### src/rtl/dom_tb_pkg.sv
// rtl/dom_tb_pkg.sv - shared constants, state encoding and GF(2^2) golden multiply
package dom_tb_pkg;

    localparam logic [31:0] LFSR_POLY         = 32'h8020_0003;
    localparam logic [31:0] LFSR_SEED_DEFAULT = 32'hACE1_2468;

    typedef logic [1:0] fsmStateT;
    localparam fsmStateT ST_IDLE  = 2'd0;
    localparam fsmStateT ST_DRIVE = 2'd1;
    localparam fsmStateT ST_DRAIN = 2'd2;
    localparam fsmStateT ST_DONE  = 2'd3;

    typedef struct packed {
        logic       vld;
        logic [3:0] idx;
        logic [1:0] expv;
    } pipeT;

    function automatic int shareBits(input int shares);
        return 2 * shares;
    endfunction

    function automatic int zBits(input int shares);
        return shares * (shares - 1);
    endfunction

    // X masks, then Y masks, then Z, packed LSB-first
    function automatic int rndBits(input int shares);
        return 4 * (shares - 1) + shares * (shares - 1);
    endfunction

    // Canright normal basis; 3 is the multiplicative identity
    function automatic logic [1:0] gf4_nb_mul(input logic [1:0] a, input logic [1:0] b);
        logic e;
        e = (a[1] ^ a[0]) & (b[1] ^ b[0]);
        return {(a[1] & b[1]) ^ e, (a[0] & b[0]) ^ e};
    endfunction

endpackage

### src/rtl/dom_share_lfsr.sv
// rtl/dom_share_lfsr.sv - 32-bit Galois LFSR with a wrapped wide output slice
module dom_share_lfsr
    import dom_tb_pkg::*;
#(
    parameter logic [31:0] SEED = LFSR_SEED_DEFAULT,
    parameter int          OUTW = 32
) (
    input  logic            ClkxCI,
    input  logic            RstxRI,
    input  logic            EnxSI,
    output logic [OUTW-1:0] RndxDO
);

    logic [31:0] stateq;

    always_ff @(posedge ClkxCI or posedge RstxRI) begin
        if (RstxRI) begin
            stateq <= SEED;
        end else if (EnxSI) begin
            stateq <= (stateq >> 1) ^ (stateq[0] ? LFSR_POLY : 32'd0);
        end
    end

    // Slices wider than the state reuse the state bits from bit 0 again
    for (genvar k = 0; k < OUTW; k++) begin : g_slice
        assign RndxDO[k] = stateq[k % 32];
    end

endmodule

### config.mk
export PLATFORM = sky130hd
export DESIGN_NAME = dom_share_lfsr
export DESIGN_NICKNAME = d
export VERILOG_FILES = /design/src/rtl/dom_tb_pkg.sv /design/src/rtl/dom_share_lfsr.sv
export SDC_FILE = /design/constraint.sdc
export NUM_CORES = 1
export LEC_CHECK = 0
export ABC_CLOCK_PERIOD_IN_PS = 800
export BUFFER_PORTS_ARGS = -buffer_cell sky130_fd_sc_hd__buf_2
export CAP_MARGIN = 20
export CELL_PAD_IN_SITES_DETAIL_PLACEMENT = 0
export CELL_PAD_IN_SITES_GLOBAL_PLACEMENT = 1
export CORE_AREA = 2 2 55 68
export CTS_CLUSTER_SIZE = 28
export DETAILED_ROUTE_END_ITERATION = 16
export DIE_AREA = 0 0 57 70
export GPL_TIMING_DRIVEN = 0
export PLACE_DENSITY_LB_ADDON = 0.25
export SKIP_LAST_GASP = 1
export SLEW_MARGIN = 30
export SYNTH_ARGS = -nofsm -noshare
export SYNTH_HDL_FRONTEND = slang
export SYNTH_SLANG_ARGS = --single-unit
### constraint.sdc
create_clock -name ClkxCI -period 0.8 [get_ports ClkxCI]
set_input_delay 0.04 -clock ClkxCI [delete_from_list [all_inputs] [get_ports ClkxCI]]
set_output_delay 0.04 -clock ClkxCI [all_outputs]
set_load 0.02 [all_outputs]
==> run_results.csv <==
group,metric,value,unit
routing,drt_iter0_drc,20,
clock_network,cts.sinks,32,
clock_network,h-tree-depth,2,
global_routing,grt_util_met3,5.19,%
clock_network,cts.reportedPaths.clkPinSlew,0.07,ns
logic_synthesis,syn_nets,77,
die,core-area,0.00342,mm²
timing,setup_tns,-4.91,ns
die,initial_core_util,39.5,%
global_routing,busiest_layer,"met2",
timing,timing.final.crit_share,125,%
global_routing,grt_pass1_wl,4370,µm
worst_setup_path,cp_top_family,"flip-flops",
worst_setup_path,critPathLaunch,"RndxDO[3]",
logic_synthesis,synthesis.area,0.00135,mm²
placed_design,placed_area,0.00159,mm²
layout,largest_register_ffs,32,
routing,totalWireLength,2440,µm
worst_setup_path,rrSetupSlack,-0.13,ns
layout,fillers,267,
layout,final_nets,133,
timing,rsz0062_at_grt,"yes",
die,die_w,57,µm
timing,fmax,998,MHz
global_routing,grt.met1_usage,17.8,%
worst_setup_path,r2r_start,"RndxDO[22]",
logic_synthesis,ys_seq_elements,32,
placed_design,buffer_ports.inserted,33,
layout,n_antenna_cell,0,
worst_setup_path,critPathMaxStageDelay,0.56,ns
timing,report.final.slew_viol_count,0,
worst_setup_path,cp_slowest_cell,"dfstp_2",
outcome,outcome,"complete, but fails checks",
clock_network,clock_latency,0.28,ns
timing,final.setup.worst_slack,-0.202,ns
timing,fin_crit,1.00,ns
logic_synthesis,avgSynthCellArea,18.3,µm²
timing,whs,-0.157,ns
worst_setup_path,crit_fanout,3,
worst_setup_path,cp-start-kind,"register",
worst_setup_path,critical_path.endpoint_type,"output pin",
layout,post-route-util,60.9,%
global_routing,grt_pass1_vias,895,
routing,wl_per_cell,14.4,µm
run,maxCapViolCount,0,
power,ir_drop,2690,µV
clock_network,cts_buffers,5,
worst_setup_path,criticalPathCategory,"register to output pin",
worst_setup_path,required,0.76,ns
layout,final_area,0.00208,mm²
layout,area_delta_synth_final,54.2,%
placed_design,hpwlAfterDp,1470,µm
layout,final_cell_mix,"buf_6, mux2_4, dfrtp_2",
die,placementRows,24,
timing,hold_violations,19,
routing,drt-vias-per-instance,4.59,
routing,vias,781,
global_routing,antenna_found_initial,0,
outcome,violations,"negative hold slack, negative setup slack",
power,power_leakage,0.973,nW
placed_design,place.gp.congestion,0.644,
global_routing,use_met2,22.9,%
clock_network,cts_tree,"done",
routing,ant_nets,0,
timing,worstMarginPinSlew,0.645,ns
global_routing,grt_overflow,0,
layout,register_area,840,µm²
clock_network,cts_root_buf,"clkbuf_8",
global_routing,grt_max_degree,33,
timing,slew_headroom,56.9,%
timing,finalSetupViolCount,60,
die,boundaryPins,35,
layout,drive_gt1_share,95.4,%
worst_setup_path,arrival,0.96,ns
logic_synthesis,synth.distinct_cells,11,
logic_synthesis,syn_inst,74,
logic_synthesis,synth-seq-area-share,60.5,%
min_path,hp-class,"input pin to asynchronous set/reset pin",
clock_network,cts_buffer_depth,2,
timing,clock_skew,0.00401,ns
worst_setup_path,cp_num_buf_inv,1,
routing,drt_pre_antenna_iters,2,
logic_synthesis,yosys_warnings,0,
power,p_per_area,4940,mW/mm²
die,die-area,0.00399,mm²
global_routing,grt_usage,14.8,%
routing,drc_errors,0,
die,die_h,70,µm
layout,final_common_cell,"buf_6",
layout,multiInputGateArea,494,µm²
worst_setup_path,path_cells,"buf_6",
logic make-up (layout without fill, tap and decap cells):
| kind of cell | after synthesis | after routing | share of synthesized area [%] |
|---|---|---|---|
| compound gates | 2 | 2 | 0.741 |
| xor+xnor | 3 | 3 | 1.94 |
| simple gates | 3 | 3 | 0.833 |
| flops | 32 | 32 | 60.5 |
| buf+inv | 5 | 62 | 4.91 |
| mux | 29 | 29 | 31.1 |
final cells by class:
cell class / count / share of cell area, %
Tap cell: 39 / 2.34
Multi-Input combinational cell: 37 / 23.7
Inverter: 1 / 0.180
Buffer: 4 / 3.00
Timing Repair Buffer: 49 / 26.0
Clock inverter: 2 / 0.480
Clock buffer: 6 / 3.96
Sequential cell: 32 / 40.3
timing repair:
item | CTS | global route
resized for setup | 63 | 21
gates cloned | 0 | 0
pin swaps | 0 | 2
setup buffers | 16 | 0
endpoints found under the hold margin | 19 | 19
endpoints found under the setup margin | 34 | 63
metal layers:
layer,wire [µm],up-vias
li1,-,360
met1,999,395
met2,1260,20
met3,110,6
met4,66,0
met5,0,-
synth_stat cells (all sizes together):
master	count	area, µm²
nand2	1	3.75
a21oi	2	10.0
xnor2	3	26.3
nor2	2	7.51
dfrtp	19	475
inv	1	3.75
dfstp	13	342
buf	4	62.6
mux2	29	420
final timing paths:
check                              to  depth (start not counted)
setup / recovery            RndxDO[3]                          1
hold / removal             RndxDO[12]                          2
setup reg to reg           RndxDO[21]                          3
hold reg to reg            RndxDO[27]                          1
max in group asynchronous  RndxDO[17]                          2
min in group ClkxCI         RndxDO[7]                          2
power by group:
| part | internal, mW | switching [mW] |
|---|---|---|
| registers | 2.79 | 0.815 |
| logic | 3.40 | 2.00 |
| clock network | 0.685 | 0.589 |
| total | 6.88 | 3.41 |
through the flow:
step	std cells	setup slack, ns	total power, mW
global route	170	-0.244	10.9
floorplan	74	-0.0594	5.79
global placement	146	-0.393	6.76
finish	170	-0.202	10.3
CTS	170	-0.204	9.88
detailed placement	146	-0.0212	6.86
Power figures use the tool's default switching activity.
